<file path="config.mk">
export PLATFORM = sky130hd
export DESIGN_NAME = seq_gen_controller
export DESIGN_NICKNAME = d
export VERILOG_FILES = /design/src/rtl/seq_gen_controller.sv
export SDC_FILE = /design/constraint.sdc
export NUM_CORES = 1
export LEC_CHECK = 0
export ABC_AREA = 1
export BUFFER_PORTS_ARGS = -buffer_cell sky130_fd_sc_hd__buf_2
export CORE_ASPECT_RATIO = 1.2
export CORE_MARGIN = 5
export CORE_UTILIZATION = 55
export CTS_CLUSTER_SIZE = 10
export DETAILED_ROUTE_END_ITERATION = 12
export PLACE_DENSITY = 0.82
export SETUP_SLACK_MARGIN = 0.2
export SLEW_MARGIN = 10
export SYNTH_ARGS = -nofsm -noshare
export SYNTH_HDL_FRONTEND = slang
export SYNTH_SLANG_ARGS = --single-unit
</file>
<file path="constraint.sdc">
create_clock -name clk -period 4.9 [get_ports clk]
set_input_delay 0.245 -clock clk [delete_from_list [all_inputs] [get_ports clk]]
set_output_delay 0.245 -clock clk [all_outputs]
set_load 0.05 [all_outputs]
</file>
<file path="src/rtl/seq_gen_controller.sv">
`default_nettype none
// ============================================================================
//  Module      : seq_gen_controller
//  Description : Programmable 3-bit sequence player. A small table of 3-bit
//                entries is loaded while idle, then played back entry by
//                entry, each entry held for div+1 clock cycles. Playback is
//                either one-shot (ending with a done pulse) or looping.
//  Ports       : clk        - sole clock, rising edge
//                reset      - synchronous active-high reset
//                cfg_we     - table write strobe (accepted only when idle)
//                cfg_addr   - table write address
//                cfg_data   - table write data
//                start      - begin playback (level, acted on only when idle)
//                stop       - abort playback (wins over start when idle)
//                loop       - 1: wrap after last entry, 0: one-shot
//                len        - index of the last entry played
//                div        - hold count per entry minus one
//                seq_out    - registered sequence value (0 when idle)
//                seq_valid  - seq_out carries a live playback value
//                busy       - playback in progress
//                done       - one-cycle pulse on one-shot completion
//                cfg_err    - one-cycle pulse when a write is rejected
//  Revision    : 1.0 - initial release
// ============================================================================
module seq_gen_controller #(
    parameter int DEPTH = 8,
    parameter int DIV_W = 8
) (
    input  logic             clk,
    input  logic             reset,
    input  logic             cfg_we,
    input  logic [2:0]       cfg_addr,
    input  logic [2:0]       cfg_data,
    input  logic             start,
    input  logic             stop,
    input  logic             loop,
    input  logic [2:0]       len,
    input  logic [DIV_W-1:0] div,
    output logic [2:0]       seq_out,
    output logic             seq_valid,
    output logic             busy,
    output logic             done,
    output logic             cfg_err
);

    localparam logic [0:0] c_IDLE = 1'b0;
    localparam logic [0:0] c_RUN  = 1'b1;

    localparam logic [DIV_W-1:0] c_DIV_ONE = {{(DIV_W-1){1'b0}}, 1'b1};

    // ------------------------------------------------------------------
    // State
    // ------------------------------------------------------------------
    logic [0:0]       r_state;
    logic [0:0]       w_state_nxt;
    logic [2:0]       r_table [DEPTH];
    logic [2:0]       r_idx;
    logic [2:0]       w_idx_nxt;
    logic [DIV_W-1:0] r_div_cnt;
    logic [DIV_W-1:0] w_div_cnt_nxt;

    // Playback parameters captured at start; frozen for the whole run
    logic [2:0]       r_len;
    logic [2:0]       w_len_nxt;
    logic             r_loop;
    logic             w_loop_nxt;
    logic [DIV_W-1:0] r_div;
    logic [DIV_W-1:0] w_div_nxt;

    // Registered outputs
    logic [2:0]       r_seq_out;
    logic [2:0]       w_seq_out_nxt;
    logic             r_seq_valid;
    logic             r_busy;
    logic             r_done;
    logic             w_done_nxt;
    logic             r_cfg_err;
    logic             w_cfg_err_nxt;

    logic [2:0]       w_rd_val;

    // ------------------------------------------------------------------
    // State register
    // ------------------------------------------------------------------
    always_ff @(posedge clk) begin
        if (reset) begin
            r_state     <= c_IDLE;
            r_idx       <= 3'd0;
            r_div_cnt   <= '0;
            r_len       <= 3'd0;
            r_loop      <= 1'b0;
            r_div       <= '0;
            r_seq_out   <= 3'd0;
            r_seq_valid <= 1'b0;
            r_busy      <= 1'b0;
            r_done      <= 1'b0;
            r_cfg_err   <= 1'b0;
        end else begin
            r_state     <= w_state_nxt;
            r_idx       <= w_idx_nxt;
            r_div_cnt   <= w_div_cnt_nxt;
            r_len       <= w_len_nxt;
            r_loop      <= w_loop_nxt;
            r_div       <= w_div_nxt;
            r_seq_out   <= w_seq_out_nxt;
            r_seq_valid <= (w_state_nxt == c_RUN);
            r_busy      <= (w_state_nxt == c_RUN);
            r_done      <= w_done_nxt;
            r_cfg_err   <= w_cfg_err_nxt;
        end
    end

    // ------------------------------------------------------------------
    // Sequence table: writable only while idle, cleared by reset
    // ------------------------------------------------------------------
    always_ff @(posedge clk) begin
        if (reset) begin
            for (int i = 0; i < DEPTH; i++) begin
                r_table[i] <= 3'd0;
            end
        end else if (cfg_we && (r_state == c_IDLE)) begin
            // Addresses beyond DEPTH are silently dropped
            for (int i = 0; i < DEPTH; i++) begin
                if (cfg_addr == 3'(i)) begin
                    r_table[i] <= cfg_data;
                end
            end
        end
    end

    // A write attempted during playback is refused and flagged
    assign w_cfg_err_nxt = cfg_we && (r_state == c_RUN);

    // ------------------------------------------------------------------
    // Next-state logic
    // ------------------------------------------------------------------
    always_comb begin
        w_state_nxt   = r_state;
        w_idx_nxt     = r_idx;
        w_div_cnt_nxt = r_div_cnt;
        w_len_nxt     = r_len;
        w_loop_nxt    = r_loop;
        w_div_nxt     = r_div;
        w_done_nxt    = 1'b0;

        case (r_state)
            c_IDLE: begin
                w_idx_nxt     = 3'd0;
                w_div_cnt_nxt = '0;
                if (start && !stop) begin
                    w_state_nxt = c_RUN;
                    w_len_nxt   = len;
                    w_loop_nxt  = loop;
                    w_div_nxt   = div;
                end
            end

            c_RUN: begin
                if (stop) begin
                    // Abort: no done pulse, even on the final cycle
                    w_state_nxt   = c_IDLE;
                    w_idx_nxt     = 3'd0;
                    w_div_cnt_nxt = '0;
                end else if (r_div_cnt == r_div) begin
                    // Current entry has been held div+1 cycles
                    w_div_cnt_nxt = '0;
                    if (r_idx == r_len) begin
                        w_idx_nxt = 3'd0;
                        if (!r_loop) begin
                            w_state_nxt = c_IDLE;
                            w_done_nxt  = 1'b1;
                        end
                    end else begin
                        w_idx_nxt = r_idx + 3'd1;
                    end
                end else begin
                    w_div_cnt_nxt = r_div_cnt + c_DIV_ONE;
                end
            end

            default: begin
                w_state_nxt   = c_IDLE;
                w_idx_nxt     = 3'd0;
                w_div_cnt_nxt = '0;
            end
        endcase
    end

    // ------------------------------------------------------------------
    // Table read at the upcoming index; entries beyond DEPTH read as 0
    // ------------------------------------------------------------------
    always_comb begin
        w_rd_val = 3'd0;
        for (int i = 0; i < DEPTH; i++) begin
            if (w_idx_nxt == 3'(i)) begin
                w_rd_val = r_table[i];
            end
        end
    end

    // Output value is forced to 0 whenever the block is (or becomes) idle
    assign w_seq_out_nxt = (w_state_nxt == c_RUN) ? w_rd_val : 3'd0;

    assign seq_out   = r_seq_out;
    assign seq_valid = r_seq_valid;
    assign busy      = r_busy;
    assign done      = r_done;
    assign cfg_err   = r_cfg_err;

endmodule
`default_nettype wire
</file>
==> results.md <==
Die:
- The floorplan step defined a die boundary enclosing 0.00625 mm2.
- The effective utilization at floorplan is 0.571.
- The area of the placeable core is about 0.0046 mm2.
- The number of placement rows is 27.
- From bottom edge to top edge, the die measures between 80 and 90 um.
- The floorplan step set the die width to 73.0 um.
- The count of pins on the block boundary is 30.

CTS:
- The clock transition at the register clock pins on the worst setup and hold paths after CTS is roughly 100 ps.
- Counting every sink on the clock net gives 53.
- The post-CTS setup buffer count is 0.
- The clock latency of the later-clocked register in the worst-skew pair is roughly 310 ps.
- In this run, CTS created clock tree buffers numbering 5.
- No sink is reached through more buffers than the 2 on the longest clock path.
- TritonCTS built the clock tree.
- CTS placed an instance of sky130_fd_sc_hd__clkbuf_8 at the clock tree root.
- The number of gates given a new drive strength after cts is 0.
- The deepest level of the CTS H-tree is 2.
- Hold repair after CTS inserted 0 buffers.

Synth:
- The mean post-synth cell area is 8.17 um2.
- The sequential-to-total area share from yosys stat is 0.496.
- The number of standard cells after synthesis is roughly 320.
- By area the synthesized netlist is led by sky130_fd_sc_hd__edfxtp_1 27%, sky130_fd_sc_hd__dfxtp_1 22%, sky130_fd_sc_hd__nor2_1 9.0%.
- The post-synthesis instance area is about 0.0026 mm2.
- The number of register bits inferred by synthesis is between 50 and 60.
- The number of distinct library cell variants in the gate-level netlist after synthesis is 30.
- sky130_fd_sc_hd__edfxtp_1 takes more of the synthesized area than any other cell.
- The Yosys step of the flow raised 0 warnings.
- The post-synthesis net count is around 350.
- The share of the synthesized area in the top cell type is 0.275.

GRT:
- The number of global-route vias before repair is ~2.1k.
- Across every metal layer, demand over resource in global routing totals 0.192.
- The largest net degree at the start of global routing is 24.
- The total overflow left after global routing is 0.
- The wire length of the first global-routing pass is slightly above 9 mm.
- The initial antenna violation count was 0.

STA:
- Of the available clock period, the critical path in the final layout requires 0.423.
- The count of endpoints failing hold in the final timing report is 0.
- The final count of pins violating max slew is 0.
- The slew of the pin with the lowest slew margin is 700 ps.
- The maximum clock rate is around 0.48 GHz.
- Summed over all failing endpoints, the final setup total negative slack is 0 ps.
- Measured against its own limit, the worst slew margin works out to 0.533.
- The final count of negative-setup-slack endpoints is 0.
- The maximum clock skew at final layout is 12.6 ps.
- Counting I/O delays and the setup requirement, the final critical path takes 2070 ps.
- Setup repair after global routing left no endpoint under its margin.

Detailed routing:
- After detailed routing, the total wire length is 5.45 mm.
- The number of vias per cell is 5.18.
- The post-detailed-route wirelength per cell is 13.3 um.
- The detailed router placed 2118 vias in this run.
- The first detailed-routing pass took 5 iterations.
- The initial DRC count is roughly 110.
- The number of routed nets with antenna violations is 0.
- The number of remaining DRC errors is 0.

Worst hold path:
- The path with the worst hold slack has its endpoint at r_div[0]$_SDFFE_PP0P_.
- The startpoint of the lowest-slack hold path is div[0].
- The tightest min-delay check is of the in -> reg type.
- The number of cells traversed by the worst hold path is 3.

Setup path:
- The critical path required time is just over 5000 ps.
- The setup slack on the worst flop-to-flop path is between 2000 and 3000 ps.
- Data arrives at the worst endpoint at roughly 2300 ps.
- The highest fanout seen on the critical path is 8.
- The critical path in this run is classified as reg -> reg.
- STA classifies the critical path startpoint as a flop.
- The endpoint of the lowest-slack register-to-register path is seq_out[2]$_SDFF_PP0_.
- The startpoint identified for the worst register-to-register timing path is r_div_cnt[0]$_SDFF_PP0_.
- The nature of the critical path endpoint is a flop.
- The path depth of the worst reg2reg path is 13.

Finish:
- The fraction of the core area covered by cells at the end of the flow is 0.631.
- Summing all non-filler instances in the final layout gives an area of roughly 0.0029 mm2.
- The net count of the finished layout is 375.
- Leaving out fill and tap cells, the most frequent cell in the layout is sky130_fd_sc_hd__nor2_1.
- The ratio of cells with drive above 1 in the final layout is 0.177.
- The count of cells in the finished layout, fillers not included, comes to 409.
- The antenna diode instance count is 0.
- The top cell types in the final layout, fill and taps aside, are 63 x sky130_fd_sc_hd__nor2_1, 62 x sky130_fd_sc_hd__nand2_1, 38 x sky130_fd_sc_hd__inv_1, 29 x sky130_fd_sc_hd__dfxtp_1, 29 x sky130_fd_sc_hd__buf_2.
- From synthesis to final layout, the design area changed by 10.5%.

Run status:
- The run finished with clean final reports.

Place:
- The quantity of I/O buffers inserted on ports is 29.
- Once placement finished, the instance area stood at approximately 0.0028 mm2.
- The HPWL after detailed placement is between 4 and 5 mm.
- The routability congestion estimate from global placement is 0.873.
- Counting tap cells, the placed design contains a total of about 400 instances.

Pwr:
- The static leakage power is 1.27 nW.
- The power density over cell area is 299 mW/mm2.
- IR analysis of the VDD net gives a maximum drop of ~0.24 mV.

Run:
- Across the run, the number of max-cap violations was 0.
[logic make-up after synthesis]
| logic type | synth area share |
|---|---|
| DFF | 0.496 |
| xor gates and xnor gates | 0.0430 |
| buffers and inverters | 0.0759 |
| adders and majority gates | 0.00955 |
| AOI/OAI and AO/OA | 0.0463 |
| and+or+nand+nor | 0.329 |
[worst max path at each step]
stage,start,end,slack (ps),depth (start not counted)
final,r_div_cnt[0]$_SDFF_PP0_,seq_out[2]$_SDFF_PP0_,2830,13
after global routing,r_div_cnt[0]$_SDFF_PP0_,seq_out[1]$_SDFF_PP0_,2670,14
after CTS,r_div_cnt[2]$_SDFF_PP0_,seq_out[2]$_SDFF_PP0_,2840,13
after detailed placement,r_div_cnt[2]$_SDFF_PP0_,seq_out[2]$_SDFF_PP0_,2870,13
after global placement,r_div_cnt[0]$_SDFF_PP0_,seq_out[2]$_SDFF_PP0_,2950,13
after floorplan,busy$_SDFF_PP0_,seq_out[2]$_SDFF_PP0_,3030,10
[cell usage after synthesis (all sizes together)]
library cell and number:
clkbuf 5, xnor2 5, nand3 24, inv 43
or2 1, nand4 7, ha 2, dfxtp 29
nand2 69, o21ai 15, nor3b 1, xor2 7
edfxtp 24, nand3b 1, buf 2, nor4 1
nor3 7, a21oi 8, nor2 69, o22ai 1
[worst max-delay path, cell delays in order, from the launching register on]
cell and delay [ps]:
sky130_fd_sc_hd__dfxtp_1 450, sky130_fd_sc_hd__xnor2_1 150, sky130_fd_sc_hd__nand2_1 100, sky130_fd_sc_hd__nor2_4 200, sky130_fd_sc_hd__nand2_4 110, sky130_fd_sc_hd__nand2_4 80
sky130_fd_sc_hd__nand3_4 130, sky130_fd_sc_hd__nor2_4 130, sky130_fd_sc_hd__inv_2 50, sky130_fd_sc_hd__nor2_4 110, sky130_fd_sc_hd__inv_2 50, sky130_fd_sc_hd__or2_0 230
sky130_fd_sc_hd__nand3_1 110, sky130_fd_sc_hd__inv_1 50
[layer usage]
layer / GRT usage / part of all wire / up-vias
met3: 0.0363 / 0.054 / 10
li1: - / - / 1078
met5: 0 / 0 / -
met4: 0.101 / 0.024 / 0
met1: 0.208 / 0.39 / 961
met2: 0.343 / 0.53 / 69
[power breakdown]
group | internal (mW) | total, mW | switching, mW
Clock | 0.115 | 0.258 | 0.143
Sequential | 0.481 | 0.491 | 0.0102
Combinational | 0.0369 | 0.117 | 0.0806
Total | 0.633 | 0.867 | 0.234
[per-stage QoR]
| stage | total power [mW] | hold WS, ps | setup WS [ps] |
|---|---|---|---|
| floorplan | 0.588 | 399 | 3030 |
| global placement | 0.615 | 457 | 2950 |
| detailed placement | 0.619 | 461 | 2870 |
| CTS | 0.871 | 172 | 2840 |
| global route | 0.906 | 189 | 2670 |
| finish | 0.867 | 177 | 2830 |
[sequential cells by signal (all words and copies together) (netlist names)]
name,cells
busy,1
cfg_err,1
done,1
r_div,8
r_div_cnt,8
r_idx,3
r_len,3
r_loop,1
r_table,24
seq_out,3
[cell type report]
class                      count  area [um2]
inverter                      43         161
tap                           58        72.6
multi-input combinational    218        1120
timing repair buffer          29         145
clock inverter                 2        13.8
fill                         418        1700
clock buffer                   6        82.6
sequential                    53        1300
Note: power is estimated with default switching activity, not from simulation.
